==> config.mk <==
export PLATFORM = sky130hd
export DESIGN_NAME = cfg_routing_mux_flat
export DESIGN_NICKNAME = d
export VERILOG_FILES = /design/src/rtl/cfg_routing_mux_pkg.sv /design/src/rtl/cfg_routing_mux_if.sv /design/src/rtl/cfg_routing_mux_mux.sv /design/src/rtl/cfg_routing_mux.sv /design/src/flat_wrapper.sv
export SDC_FILE = /design/constraint.sdc
export NUM_CORES = 1
export LEC_CHECK = 0
export ABC_AREA = 1
export BUFFER_PORTS_ARGS = -buffer_cell sky130_fd_sc_hd__buf_2
export CAP_MARGIN = 25
export CORE_ASPECT_RATIO = 1.1
export CORE_MARGIN = 4
export CORE_UTILIZATION = 51
export DETAILED_ROUTE_END_ITERATION = 10
export PLACE_DENSITY = 0.85
export SETUP_SLACK_MARGIN = 0.02
export SYNTH_ARGS = -nofsm -noshare
export SYNTH_HDL_FRONTEND = slang
export SYNTH_SLANG_ARGS = --single-unit
export TNS_END_PERCENT = 1
==> constraint.sdc <==
create_clock -name clk -period 1.85 [get_ports clk]
set_clock_uncertainty 0.2 [all_clocks]
set_input_delay 0.37 -clock clk [delete_from_list [all_inputs] [get_ports clk]]
set_output_delay 0.37 -clock clk [all_outputs]
set_load 0.02 [all_outputs]
==> src/rtl/cfg_routing_mux_pkg.sv <==
// Shared types and width helpers for the cfg_routing_mux configuration slice.
package cfg_routing_pkg;

    typedef enum logic [1:0] {
        IDLE  = 2'd0,
        SHIFT = 2'd1,
        READY = 2'd2
    } cfg_state_e;

    // A mux with two inputs still needs one select bit.
    function automatic int sel_width(input int in_count);
        return (in_count <= 2) ? 1 : $clog2(in_count);
    endfunction

    function automatic int cfg_bits(input int in_count, input int channels);
        return channels * sel_width(in_count);
    endfunction

endpackage

==> src/rtl/cfg_routing_mux_if.sv <==
// Configuration-chain and routed-data bundle for one cfg_routing_mux site.
interface cfg_routing_mux_if #(
    parameter int IN_COUNT = 10,
    parameter int CHANNELS = 4
);
    logic                         cfg_en;
    logic                         cfg_in;
    logic                         cfg_out;
    logic                         cfg_commit;
    logic                         cfg_done;
    logic                         cfg_err;
    logic [CHANNELS*IN_COUNT-1:0] data_in;
    logic [CHANNELS-1:0]          data_out;
    logic [CHANNELS-1:0]          range_err;

    modport master (
        output cfg_en, cfg_in, cfg_commit, data_in,
        input  cfg_out, cfg_done, cfg_err, data_out, range_err
    );

    modport slave (
        input  cfg_en, cfg_in, cfg_commit, data_in,
        output cfg_out, cfg_done, cfg_err, data_out, range_err
    );
endinterface

==> src/rtl/cfg_routing_mux_mux.sv <==
// One-bit IN_COUNT:1 multiplexer; selects at or beyond IN_COUNT drive 0 and flag range.
module mux_n_1bit
    import cfg_routing_pkg::*;
#(
    parameter int IN_COUNT = 10,
    parameter int SEL_W    = sel_width(IN_COUNT)
) (
    input  logic [IN_COUNT-1:0] i_in,
    input  logic [SEL_W-1:0]    i_sel,
    output logic                o_out,
    output logic                o_range_err
);

    always_comb begin
        // NOTE: default first, so an unmatched select yields 0 and no latch is inferred.
        o_out = 1'b0;
        for (int i = 0; i < IN_COUNT; i++) begin
            if (i_sel == SEL_W'(i)) o_out = i_in[i];
        end
    end

    assign o_range_err = (int'(i_sel) >= IN_COUNT);

endmodule

==> src/rtl/cfg_routing_mux.sv <==
// Bank of scan-configured one-bit routing muxes with atomic commit.
// Define CFG_ROUTING_MUX_OUT_REG_EN to register data_out (one cycle of latency).
module cfg_routing_mux
    import cfg_routing_pkg::*;
#(
    parameter int IN_COUNT = 10,
    parameter int CHANNELS = 4
) (
    input logic              clk,
    input logic              rst_n,
    cfg_routing_mux_if.slave bus
);

    localparam int SEL_W    = sel_width(IN_COUNT);
    localparam int CFG_BITS = cfg_bits(IN_COUNT, CHANNELS);
    localparam int CNT_W    = $clog2(CFG_BITS + 1);
    localparam logic [CNT_W-1:0] CNT_FULL = CNT_W'(CFG_BITS);

    cfg_state_e          r_state;
    cfg_state_e          w_state_nxt;
    logic [CNT_W-1:0]    r_cnt;
    logic [CNT_W-1:0]    w_cnt_nxt;
    logic [CFG_BITS-1:0] r_sr;
    logic [CFG_BITS-1:0] r_active_sel;
    logic                r_cfg_err;
    logic                w_cfg_err_nxt;
    logic                w_commit_ok;
    logic [CHANNELS-1:0] w_mux_out;
    logic [CHANNELS-1:0] w_range_err;

    // Counter and state move together; a commit+shift cycle restarts the count at 1.
    always_comb begin
        w_commit_ok   = bus.cfg_commit && (r_state == READY);
        w_cfg_err_nxt = bus.cfg_commit && (r_state != READY);
        w_cnt_nxt     = r_cnt;
        if (w_commit_ok) begin
            w_cnt_nxt = bus.cfg_en ? CNT_W'(1) : '0;
        end else if (bus.cfg_en && (r_cnt != CNT_FULL)) begin
            w_cnt_nxt = r_cnt + CNT_W'(1);
        end

        if (w_cnt_nxt == '0) begin
            w_state_nxt = IDLE;
        end else if (w_cnt_nxt == CNT_FULL) begin
            w_state_nxt = READY;
        end else begin
            w_state_nxt = SHIFT;
        end
    end

    always_ff @(posedge clk) begin
        if (!rst_n) begin
            r_state      <= IDLE;
            r_cnt        <= '0;
            r_sr         <= '0;
            r_active_sel <= '0;
            r_cfg_err    <= 1'b0;
        end else begin
            r_state   <= w_state_nxt;
            r_cnt     <= w_cnt_nxt;
            r_cfg_err <= w_cfg_err_nxt;
            if (bus.cfg_en) r_sr <= {bus.cfg_in, r_sr[CFG_BITS-1:1]};
            // NOTE: non-blocking, so a commit captures the chain as it was before this cycle's shift.
            if (w_commit_ok) r_active_sel <= r_sr;
        end
    end

    assign bus.cfg_out  = r_sr[0];
    assign bus.cfg_done = (r_state == READY);
    assign bus.cfg_err  = r_cfg_err;

    for (genvar c = 0; c < CHANNELS; c++) begin : g_ch
        mux_n_1bit #(
            .IN_COUNT (IN_COUNT),
            .SEL_W    (SEL_W)
        ) u_mux (
            .i_in        (bus.data_in[c*IN_COUNT +: IN_COUNT]),
            .i_sel       (r_active_sel[c*SEL_W +: SEL_W]),
            .o_out       (w_mux_out[c]),
            .o_range_err (w_range_err[c])
        );
    end

    assign bus.range_err = w_range_err;

`ifdef CFG_ROUTING_MUX_OUT_REG_EN
    logic [CHANNELS-1:0] r_data_out;

    always_ff @(posedge clk) begin
        if (!rst_n) begin
            r_data_out <= '0;
        end else begin
            r_data_out <= w_mux_out;
        end
    end

    assign bus.data_out = r_data_out;
`else
    assign bus.data_out = w_mux_out;
`endif

endmodule

==> src/flat_wrapper.sv <==
// flat-port wrapper written by rule: the top's interface ports become plain ports
module cfg_routing_mux_flat import cfg_routing_pkg::*;
#(
    parameter int IN_COUNT = 10,
    parameter int CHANNELS = 4
)
  (clk, rst_n, bus_cfg_en, bus_cfg_in, bus_cfg_commit, bus_data_in, bus_cfg_out, bus_cfg_done, bus_cfg_err, bus_data_out, bus_range_err);
  cfg_routing_mux_if #(.IN_COUNT(IN_COUNT), .CHANNELS(CHANNELS)) bus_i ();
  input logic clk;
  input logic rst_n;
  input wire logic [$bits(bus_i.cfg_en)-1:0] bus_cfg_en;
  input wire logic [$bits(bus_i.cfg_in)-1:0] bus_cfg_in;
  input wire logic [$bits(bus_i.cfg_commit)-1:0] bus_cfg_commit;
  input wire logic [$bits(bus_i.data_in)-1:0] bus_data_in;
  output wire logic [$bits(bus_i.cfg_out)-1:0] bus_cfg_out;
  output wire logic [$bits(bus_i.cfg_done)-1:0] bus_cfg_done;
  output wire logic [$bits(bus_i.cfg_err)-1:0] bus_cfg_err;
  output wire logic [$bits(bus_i.data_out)-1:0] bus_data_out;
  output wire logic [$bits(bus_i.range_err)-1:0] bus_range_err;
  assign bus_i.cfg_en = bus_cfg_en;
  assign bus_i.cfg_in = bus_cfg_in;
  assign bus_i.cfg_commit = bus_cfg_commit;
  assign bus_i.data_in = bus_data_in;
  assign bus_cfg_out = bus_i.cfg_out;
  assign bus_cfg_done = bus_i.cfg_done;
  assign bus_cfg_err = bus_i.cfg_err;
  assign bus_data_out = bus_i.data_out;
  assign bus_range_err = bus_i.range_err;
  cfg_routing_mux #(.IN_COUNT(IN_COUNT), .CHANNELS(CHANNELS)) u_core (.clk(clk), .rst_n(rst_n), .bus(bus_i));
endmodule
After elaboration in Yosys (flattened, before gate mapping)
Index checks and enable logic that the tools add are counted.
{"block": "word_totals", "regBits": 40, "wordCells": 104}
{"block": "classes", "n_addsub": 1, "order_cmp": 4, "eq_ne": 40, "muxes": 44, "bitwise": 1, "reduce_logical": 9}
{"operator": "$eq A4 B3 Y1 const B", "count": 16}
{"operator": "$mux W1", "count": 41}
{"operator": "$eq A4 B2 Y1 const B", "count": 8}
{"operator": "$eq A4 B4 Y1 const B", "count": 8}
{"operator": "$eq A4 B1 Y1 const B", "count": 4}
{"operator": "$ge A4 B4 Y1 const B", "count": 4}
{"operator": "$logic_not A4 Y1", "count": 4}
{"operator": "$mux W5", "count": 2}
{"operator": "$add A5 B1 Y5 const B", "count": 1}
{"operator": "$eq A5 B5 Y1 const B", "count": 1}
{"operator": "$logic_not A5 Y1", "count": 1}
{"operator": "$ne A5 B5 Y1 const B", "count": 1}
{"operator": "$logic_and A1 B1 Y1", "count": 3}
{"operator": "$eq A2 B2 Y1 const B", "count": 1}
{"operator": "$mux W2", "count": 1}
{"operator": "$ne A2 B2 Y1 const B", "count": 1}
{"operator": "$reduce_or A2 Y1", "count": 1}
{"operator": "$not A1 Y1", "count": 1}

Logic depth before layout (Yosys ltp)
Gate-level depths: netlist of run 1.
{"block": "logic_depth", "ltp_word": 11, "ltp_mapped": 12, "ltp_nobuf": 12}

Cells and area by module
A second synthesis of run 1 with hierarchy kept.
{"block": "hier_totals", "hier_cells": 332, "area_unflattened_um2": 2070.7}
{"mod": "cfg_routing_mux", "n_inst": 1, "cells_per_inst": 220, "area_each_um2": 1610.3}
{"mod": "mux_n_1bit", "n_inst": 4, "cells_per_inst": 28, "area_each_um2": 115.1}

Worst setup path after synthesis of run 1
Ideal clock, no wire load.
{"block": "synth_timing", "path_type": "register -> output", "start": "register u_core.r_active_sel[12]", "end": "output port bus_data_out[3]", "arrival_ns": 0.988, "slack_ns": 0.292, "stages_incl_launch_ff": 10, "n_path_buf": 1, "cell_sequence": "dfxtp_1 > nor2_1 > nor2_1 > o21ai_1 > o21ai_1 > nand2_1 > nand2_1 > nand2_1 > o21ai_1 > buf_4"}
{"block": "synth_via", "elab_chain_len": 11}
{"item": "start: declaration", "line": "cfg_routing_mux.sv:24", "rtl": "logic [CFG_BITS-1:0] r_active_sel;"}
{"item": "start signal: assignment", "line": "cfg_routing_mux.sv:64", "rtl": "if (w_commit_ok) r_active_sel <= r_sr;"}
{"item": "$logic_not A4 Y1", "line": "cfg_routing_mux_mux.sv:18", "rtl": "if (i_sel == SEL_W'(i)) o_out = i_in[i];"}
{"item": "$mux W1 (9 in a row)", "line": "cfg_routing_mux_mux.sv:18"}
{"item": "$mux W1 (*)", "line": "cfg_routing_mux_mux.sv:18"}
{"item": "end: declaration", "line": "flat_wrapper.sv:18", "rtl": "output wire logic [$bits(bus_i.data_out)-1:0] bus_data_out;"}
Mark *: on every way between the ends. The rest lies on a longest branch, timed or not.

Worst setup path in the final report of run 1
{"block": "layout_timing", "start": "register u_core.r_active_sel[0]", "end": "output port bus_data_out[0]"}
The elaborated chain is that of the path after synthesis.

==> flow_metrics.py, run 1 <==
metrics = {
    "detailed_routing": {
        "detail_route.wl_per_cell_um": 10.92,
        "viasPerCell": 4.990,
        "drc_errors": 0,
        "dr.pass1.iters": 4,
        "wl_um": 4315,
        "dr_total_vias": 1971,
        "final_antenna_net_count": 0,
        "drt_iter0_drc": 75,
    },
    "job": {
        "drv_cap": 0,
    },
    "global_route": {
        "grt.busiest_layer": "met2",
        "grt_pass1_vias": 1766,
        "grt_pass1_wl_um": 6996,
        "use_met2_pct": 32.76,
        "antenna_found_initial": 0,
        "grt_overflow": 0,
        "grt.met1_usage_pct": 20.11,
        "grt_max_degree": 22,
        "grt_usage_pct": 18.04,
        "use_met3_pct": 3.976,
    },
    "critical_path": {
        "crit_path_end_kind": "output port",
        "cp-start-kind": "flip-flop",
        "ff2ff_path_depth": 10,
        "critical_path_class": "reg2out",
        "required_ns": 1.28,
        "crit_path_max_fanout": 6,
        "cp.arrival_ns": 1.32,
    },
    "finish": {
        "fillers": 319,
        "insertedDiodeCount": 0,
        "final_nets": 391,
        "fin_util_pct": 66.33,
        "drive_gt1_share_pct": 31.30,
        "areaGrowthSynthToFinish_pct": 23.93,
    },
    "synthesis": {
        "synth_cell_types": 28,
        "yosys-top-cells-area": "dfxtp_1, nor2_1, nand2_1",
        "syn_area_um2": 1987,
        "ys_async_sr_fraction_pct": 0,
        "synth_area_leader_cell": "dfxtp_1",
        "synth-seq-area-share_pct": 40.30,
        "synth_fp_nets": 337,
        "synthesis.yosys.warnings": 0,
        "synth_edf_count": 0,
        "synth_ff_type": "dfxtp_1",
        "yosys.area.top_type_share_pct": 40.30,
        "synth_seq_cells": 40,
        "postSynthAreaPerCell_um2": 6.851,
        "netlist_instances": 290,
    },
    "clocking": {
        "cts_tree": "yes",
        "clkSinkCount": 40,
        "cts_buffers": 5,
        "clockBufferDepth": 2,
        "cts-root-buf": "clkbuf_8",
        "htreeDepth": 2,
        "clkSlewWorstSetupHoldPaths_ns": 0.07,
        "clk_latency_ns": 0.29,
    },
    "sta": {
        "hold_viol": 0,
        "max_freq_ghz": 0.5283,
        "tightest_slew_ns": 0.2780,
        "finalMaxSlewViolations": 0,
        "slew_headroom_pct": 81.45,
        "rsz0062_at_grt": "true",
        "setup_ws_ns": -0.04304,
        "fin_crit_sh_pct": 102.3,
        "setup_tns_ns": -0.09938,
        "timing.hold.ws_ns": 0.1011,
        "fin_crit_ns": 1.893,
        "final-setup-viol-count": 4,
    },
    "worst_hold_path": {
        "hp-class": "in2reg",
        "holdPathStages": 3,
    },
    "floorplanning": {
        "core_um2": 3712,
        "dieHeight_um": 73.47,
        "die_area_um2": 4960,
        "rows": 23,
        "die_width_um": 67.51,
        "pin_count": 56,
        "start_util_pct": 53.52,
    },
    "power": {
        "power_leakage_uw": 0.001118,
        "powerDensity_nw_per_um2": 740.0,
        "worst_ir_drop_vdd_uv": 571.8,
    },
    "placement": {
        "gp_congestion": 0.8443,
        "dpl.hpwl_um": 3092,
        "place_ws_ns": 0.1608,
        "port_buffers": 55,
    },
    "status": {
        "violations": "negative setup slack",
        "status": "finished with violations",
    },
}
-- sequential cells by signal, indices dropped and copies added, names as in the netlist --
register and flops:
u_core.bus.cfg_err 1, u_core.r_cnt 5, u_core.r_sr 16, u_core.r_active_sel 16, u_core.r_state 2
-- timing repair --
action,4_1_cts,5_1_grt
hold buffers,0,0
cloned,0,0
endpoints found under the setup margin,4,5
buffers inserted,1,2
gates resized for setup,24,13
pin swaps,4,2
-- per-stage QoR --
| stage | cell area, µm² | power, µW | std cells |
|---|---|---|---|
| after floorplan | 1987 | 1155 | 290 |
| after global placement | 2267 | 1233 | 384 |
| after detailed placement | 2267 | 1241 | 384 |
| after CTS | 2411 | 1833 | 393 |
| after global routing | 2462 | 1913 | 395 |
| final | 2462 | 1822 | 395 |
-- cells by family after synthesis --
kind of cell	synth area share [%]
simple gates	30.35
compound gates	17.25
buf+inv	9.886
flops	40.30
fa+ha+maj	1.259
xor+xnor	0.4409
mux	0.5038
-- final timing paths --
| check | slack, ns | to | from |
|---|---|---|---|
| setup / recovery | -0.04 | bus_data_out[0] | u_core.r_active_sel[0]$_SDFFE_PN0P_ |
| hold / removal | 0.10 | u_core.r_sr[15]$_SDFFE_PN0P_ | bus_cfg_in |
| setup reg to reg | 0.24 | u_core.r_state[0]$_SDFF_PP0_ | u_core.r_cnt[1]$_SDFF_PN0_ |
| hold reg to reg | 0.28 | u_core.r_active_sel[9]$_SDFFE_PN0P_ | u_core.r_sr[9]$_SDFFE_PN0P_ |
-- area by class of cell --
type                            instances  area, µm²  area share, %
Inverter                               25      103.9          4.217
Sequential cell                        40      825.8          33.54
Tap cell                               50      62.56          2.541
Multi-Input combinational cell        208       1020          41.41
Timing Repair Buffer                   64      360.3          14.63
Clock buffer                            8      90.09          3.659
-- power breakdown --
| group | switching, µW | internal (µW) | total, µW |
|---|---|---|---|
| sequential | 36.7 | 902 | 939 |
| combinational | 166 | 135 | 301 |
| clock | 279 | 304 | 583 |
-- worst max-delay path, cell delays in order (launching register included) --
cell      delay, ns
dfxtp_4        0.37
inv_4          0.08
nand2_1        0.06
nand3_1        0.09
nand3_1        0.09
o211ai_1       0.09
nand2_1        0.06
nand2_1        0.07
buf_6          0.11
-- synthesized netlist by cell type (4+ instances only) --
master,n
buf_4,9
buf_2,4
nand3_1,18
dfxtp_1,40
nand2_2,4
a21oi_1,17
nand2_1,48
inv_1,17
o21ai_0,27
nor2_1,56
o21ai_1,13
inv_2,7
clkbuf_1,4
-- cells in the final DEF, fill, tap and decap left out, types with 2 or more instances in the layout --
master / count
a21oi_1: 17
buf_2: 51
buf_4: 11
buf_6: 2
clkbuf_1: 2
clkbuf_8: 6
dfxtp_1: 30
dfxtp_2: 5
dfxtp_4: 5
ha_1: 2
inv_1: 17
inv_2: 3
inv_4: 4
nand2_1: 48
nand2_2: 4
nand3_1: 17
nand3_2: 2
nor2_1: 52
nor2_2: 6
nor2_4: 2
nor3_2: 3
o2111ai_1: 3
o211ai_1: 3
o21ai_0: 23
o21ai_1: 17
or2_2: 3
-- routing by layer --
layer	share of wire (%)	vias up
met3	6.5	9
li1	-	1045
met2	49	53
met4	1.7	0
met1	43	864
met5	0	-
No activity file was read; power rests on OpenSTA's default activity.
==> inputs of run 2 (changes only) <==
--- a/config.mk
+++ b/config.mk
@@ -12,8 +12,10 @@
 export CORE_MARGIN = 4
 export CORE_UTILIZATION = 51
 export DETAILED_ROUTE_END_ITERATION = 10
+export GPL_TIMING_DRIVEN = 0
 export PLACE_DENSITY = 0.85
 export SETUP_SLACK_MARGIN = 0.02
+export SLEW_MARGIN = 25
 export SYNTH_ARGS = -nofsm -noshare
 export SYNTH_HDL_FRONTEND = slang
 export SYNTH_SLANG_ARGS = --single-unit
==> run 2 against run 1 <==
- setup slack got worse by 0.026 ns
- cell count up 2.8%
- critical path type unchanged
- combinational power increased by 5%
- via count up 2.2%
- fmax is 1.4% lower
- register-to-register slack about the same
- clock power shrank 7.0%
- the run still ends with negative setup slack left
- total power decreased by 1.5%
- first-iteration DRC count shrank 33%
- utilization rose by 2.2 points
==> flow_metrics.py, run 2 (synthesized netlist as in run 1, its figures left out) <==
metrics = {
    "sta": {
        "fin_crit_sh_pct": 103.7,
        "final-setup-viol-count": 3,
        "max_freq_ghz": 0.5210,
        "slew_headroom_pct": 71.15,
        "setup_ws_ns": -0.06936,
        "timing.hold.ws_ns": 0.1033,
        "rsz0062_at_grt": "true",
        "tightest_slew_ns": 0.4328,
        "fin_crit_ns": 1.919,
        "hold_viol": 0,
        "finalMaxSlewViolations": 0,
    },
    "critical_path": {
        "cp.arrival_ns": 1.35,
        "cp-start-kind": "flip-flop",
        "ff2ff_path_depth": 10,
        "critical_path_class": "reg2out",
        "crit_path_end_kind": "output port",
        "crit_path_max_fanout": 4,
        "required_ns": 1.28,
    },
    "detailed_routing": {
        "viasPerCell": 4.963,
        "wl_um": 4587,
        "drc_errors": 0,
        "dr_total_vias": 2015,
        "final_antenna_net_count": 0,
        "drt_iter0_drc": 50,
        "detail_route.wl_per_cell_um": 11.30,
        "dr.pass1.iters": 4,
    },
    "finish": {
        "layout_common_cells": "buf_2, nor2_1, nand2_1",
        "drive_gt1_share_pct": 34.83,
        "final_area_um2": 2542,
        "layout_commonest_cell": "buf_2",
        "fillers": 301,
        "insertedDiodeCount": 0,
        "areaGrowthSynthToFinish_pct": 27.96,
        "top_regs": "u_core.r_active_sel: 16 flops, u_core.r_sr: 16 flops, u_core.r_cnt: 5 flops",
        "final_nets": 403,
    },
    "clocking": {
        "clockBufferDepth": 2,
        "clkSlewWorstSetupHoldPaths_ns": 0.07,
        "cts_tree": "yes",
        "clkSinkCount": 40,
        "clk_latency_ns": 0.29,
        "cts-root-buf": "clkbuf_8",
        "cts_buffers": 5,
        "htreeDepth": 2,
    },
    "floorplanning": {
        "rows": 23,
        "pin_count": 56,
        "core_um2": 3712,
        "die_width_um": 67.51,
        "start_util_pct": 53.52,
        "dieHeight_um": 73.47,
        "die_area_um2": 4960,
    },
    "placement": {
        "place_ws_ns": 0.05381,
        "place_area_um2": 2325,
        "gp_congestion": 0.8547,
        "port_buffers": 55,
        "dpl.hpwl_um": 3206,
    },
    "worst_hold_path": {
        "holdPathStages": 3,
        "hp-class": "in2reg",
    },
    "power": {
        "powerDensity_nw_per_um2": 705.6,
        "worst_ir_drop_vdd_uv": 466.2,
        "power_leakage_uw": 0.001155,
    },
    "global_route": {
        "grt_pass1_wl_um": 7265,
        "grt_usage_pct": 18.94,
        "antenna_found_initial": 0,
        "grt_overflow": 0,
        "grt_pass1_vias": 1746,
        "grt_max_degree": 12,
    },
    "job": {
        "drv_cap": 0,
    },
    "status": {
        "violations": "negative setup slack",
        "status": "finished with violations",
    },
}
[run 2: changes by cell type in the layout (fill, tap and decap cells not counted), moves of 2 or more]
cell / previous run / this run
clkbuf_1: 2 / 5
buf_6: 2 / 4
nand2_1: 48 / 46
nand3_1: 17 / 15
nand2_2: 4 / 6
inv_2: 3 / 5
nand3_2: 2 / 4
inv_1: 17 / 15
buf_4: 11 / 13
buf_2: 51 / 55
[run 2: cell type report]
type	instances	area, µm²	share of cell area (%)
buffer	13	72.57	2.854
clock buffer	6	72.57	2.854
clock inverter	1	5.005	0.1969
inverter	25	103.9	4.085
multi-input combinational	208	1036	40.75
sequential	40	829.5	32.63
tap	50	62.56	2.461
timing repair buffer	63	360.3	14.17
[run 2: power by group]
part           internal (µW)  switching (µW)
Sequential               901            35.5
Clock                    256             286
Combinational            142             173
Total                   1300             495
[run 2: final timing paths]
kind | slack (ns) | startpoint | endpoint
setup / recovery | -0.07 | u_core.r_active_sel[5]$_SDFFE_PN0P_ | bus_data_out[1]
setup reg to reg | 0.23 | u_core.r_cnt[1]$_SDFF_PN0_ | u_core.r_state[0]$_SDFF_PP0_
hold / removal | 0.10 | bus_cfg_in | u_core.r_sr[15]$_SDFFE_PN0P_
hold reg to reg | 0.28 | u_core.r_sr[5]$_SDFFE_PN0P_ | u_core.r_active_sel[5]$_SDFFE_PN0P_
[run 2: timing repair]
item | 4_1_cts | 5_1_grt
setup endpoints to repair | 4 | 5
cloned | 0 | 0
endpoints found under the hold margin | 0 | 0
setup buffers | 2 | 6
pin swaps | 19 | 7
resized for setup | 31 | 16
hold buffers | 0 | 0
[run 2: per-layer routing]
metal	GRT usage, %	routed length (µm)	vias to the layer above
met3	4.740	236	7
met4	6.757	69	0
met1	22.06	1928	899
met2	33.08	2352	37
li1	-	-	1072
met5	0	0	-
[run 2: critical path, stage by stage, from the launching register on]
cell and delay (ns):
dfxtp_1 0.37, nor2_2 0.16, o21ai_0 0.10, o211ai_1 0.16, nand2_1 0.08, nand2_1 0.07
buf_6 0.12
[run 2: per-stage QoR]
step                      TNS, ns  total power, µW  std cells  utilization (%)
after global routing      -0.5236             1881        406            68.49
after CTS                 -0.1574             1792        400            66.06
after detailed placement        0             1255        395            62.62
after global placement          0             1247        395            62.62
final                     -0.1348             1794        406            68.49
after floorplan                 0             1155        290                -
==> inputs of run 3 (changes only) <==
--- a/config.mk
+++ b/config.mk
@@ -10,11 +10,11 @@
 export CAP_MARGIN = 25
 export CORE_ASPECT_RATIO = 1.1
 export CORE_MARGIN = 4
-export CORE_UTILIZATION = 51
+export CORE_UTILIZATION = 48
 export DETAILED_ROUTE_END_ITERATION = 10
 export GPL_TIMING_DRIVEN = 0
-export PLACE_DENSITY = 0.85
-export SETUP_SLACK_MARGIN = 0.02
+export PLACE_DENSITY = 0.81
+export SETUP_SLACK_MARGIN = 0.2
 export SLEW_MARGIN = 25
 export SYNTH_ARGS = -nofsm -noshare
 export SYNTH_HDL_FRONTEND = slang
==> run 3 against run 2 <==
- the flow still finishes with violations (negative setup slack)
- combinational power rose by 5%
- hold slack improved by 0.0090 ns
- clock power rose by 10%
- first-iteration DRC count rose by 82%
- largest cell class unchanged
- die area rose by 5.5%
- via count rose by 2.1%
- design area rose by 0.69%
- largest power group unchanged
- register-to-register slack got worse by 0.02 ns
- non-clock buffer count fell by 1
- setup slack got worse by 0.079 ns
- sequential cell count did not move
- count of clock-buffer cells in the layout did not move
==> flow_metrics.py, run 3 (synthesized netlist as in run 1, its figures left out) <==
metrics = {
    "clocking": {
        "cts_hold_buf": 0,
        "cts_tree": "yes",
        "clkSinkCount": 40,
        "clkSlewWorstSetupHoldPaths_ns": 0.07,
        "clk_latency_ns": 0.30,
        "clockBufferDepth": 2,
        "cts-root-buf": "clkbuf_8",
        "htreeDepth": 2,
        "cts_buffers": 5,
    },
    "worst_hold_path": {
        "hp-class": "in2reg",
        "holdPathStages": 3,
    },
    "placement": {
        "port_buffers": 55,
        "gp_congestion": 0.8811,
        "dpl.hpwl_um": 3378,
    },
    "global_route": {
        "antenna_found_initial": 0,
        "grt.met1_usage_pct": 21.21,
        "grt_overflow": 0,
        "grt_max_degree": 13,
        "use_met2_pct": 33.16,
        "grt_usage_pct": 18.19,
        "grt_pass1_vias": 1838,
        "grt.busiest_layer": "met2",
        "use_met3_pct": 3.694,
        "grt_pass1_wl_um": 7831,
    },
    "detailed_routing": {
        "dr_total_vias": 2057,
        "wl_um": 4693,
        "dr.pass1.iters": 4,
        "detail_route.wl_per_cell_um": 11.50,
        "final_antenna_net_count": 0,
        "drc_errors": 0,
        "drt_iter0_drc": 91,
        "viasPerCell": 5.042,
    },
    "floorplanning": {
        "die_area_um2": 5234,
        "start_util_pct": 49.75,
        "core_um2": 3994,
        "pin_count": 56,
        "dieHeight_um": 75.48,
        "die_width_um": 69.35,
        "rows": 24,
    },
    "critical_path": {
        "crit_path_end_kind": "output port",
        "cp_top_family": "flip-flops",
        "cp_cell_sequence": "inv_1, nor3_2, o21ai_1, o211ai_1, nand2_1, nand2_1, buf_4, buf_4",
        "critical_path_class": "reg2out",
        "crit_path_max_fanout": 3,
        "required_ns": 1.28,
        "cp.arrival_ns": 1.43,
        "cp_slowest_stage_delay_ns": 0.35,
        "cp_num_cells": 8,
        "ff2ff_path_depth": 11,
        "path_buf_inv": 3,
        "slowest_stage": "dfxtp_2",
        "cp-start-kind": "flip-flop",
    },
    "sta": {
        "hold_viol": 0,
        "fin_crit_sh_pct": 108.0,
        "final-setup-viol-count": 4,
        "max_freq_ghz": 0.5004,
        "tightest_slew_ns": 0.4221,
        "slew_headroom_pct": 71.86,
        "fin_crit_ns": 1.999,
        "rsz0062_at_grt": "true",
        "setup_ws_ns": -0.1486,
        "finalMaxSlewViolations": 0,
        "timing.hold.ws_ns": 0.1124,
    },
    "finish": {
        "final_nets": 402,
        "layout_commonest_cell": "buf_2",
        "top_regs": "u_core.r_active_sel: 16 flops, u_core.r_sr: 16 flops, u_core.r_cnt: 5 flops",
        "areaGrowthSynthToFinish_pct": 28.84,
        "fin_util_pct": 64.10,
        "insertedDiodeCount": 0,
        "layout_common_cells": "buf_2, nor2_1, nand2_1",
        "drive_gt1_share_pct": 35.96,
    },
    "job": {
        "drv_cap": 0,
    },
    "power": {
        "powerDensity_nw_per_um2": 729.4,
        "worst_ir_drop_vdd_uv": 533.8,
        "power_leakage_uw": 0.001159,
    },
    "status": {
        "status": "finished with violations",
        "violations": "negative setup slack",
    },
}
-- run 3: changes by cell type in the layout (fill, tap and decap cells not counted), moves of 3 or more --
cell	change
nor2_1	-3
nor2_2	+3
buf_4	+3
buf_2	-3
dfxtp_2	+3
-- run 3: area by class of cell --
type | count | area (µm²)
fillers | 360 | 1434
plain buffers | 17 | 102.6
flip-flops and latches | 40 | 829.5
multi-input cells | 208 | 1045
clock buffers | 6 | 82.58
well taps | 52 | 65.06
inverters | 25 | 98.84
repair buffers | 58 | 326.6
clock inverters | 2 | 10.01
-- run 3: through the flow --
stage	total power [µW]	TNS [ns]	cell area (µm²)	setup slack, ns	instances
finish	1867	-0.5272	2560	-0.1486	408
global route	1956	-0.9728	2560	-0.2650	408
CTS	1864	-0.5257	2510	-0.1362	408
detailed placement	1259	0	2327	0.08140	397
global placement	1248	0	2327	0.09587	397
floorplan	1155	0	1987	0.2917	290
-- run 3: per-layer routing --
| layer | part of all wire, % | vias to the layer above |
|---|---|---|
| li1 | - | 1064 |
| met1 | 43 | 924 |
| met2 | 50 | 59 |
| met3 | 5.5 | 10 |
| met4 | 1.5 | 0 |
| met5 | 0 | - |
-- run 3: path summary, 6_finish.rpt --
path	slack, ns	startpoint	to
setup / recovery	-0.15	u_core.r_active_sel[10]$_SDFFE_PN0P_	bus_data_out[2]
hold / removal	0.11	bus_cfg_in	u_core.r_sr[15]$_SDFFE_PN0P_
setup reg to reg	0.21	u_core.r_cnt[0]$_SDFF_PN0_	u_core.r_state[0]$_SDFF_PP0_
hold reg to reg	0.29	u_core.r_sr[5]$_SDFFE_PN0P_	u_core.r_active_sel[5]$_SDFFE_PN0P_
-- run 3: worst register-to-register path: cells and delay by family (launching register included) --
| kind | cells | cell delay (ns) |
|---|---|---|
| adder cells (fa/ha/maj) | 1 | 0.14 |
| buffers and inverters | 2 | 0.16 |
| AND/OR/NAND/NOR | 8 | 0.67 |
| flip-flops | 1 | 0.36 |
-- run 3: report_power, final --
group          leakage (µW)  total [µW]  switching [µW]  internal [µW]
registers          0.000335         939            36.2            903
clock network     0.0000510         598             301            297
logic              0.000773         330             181            149
total               0.00116        1870             518           1350
-- run 3: what timing repair did --
action,4_1_cts,5_1_grt
endpoints found under the hold margin,0,0
pin swaps,12,4
setup buffers,3,0
gates cloned,0,0
setup endpoints to repair,9,10
resized for setup,34,16
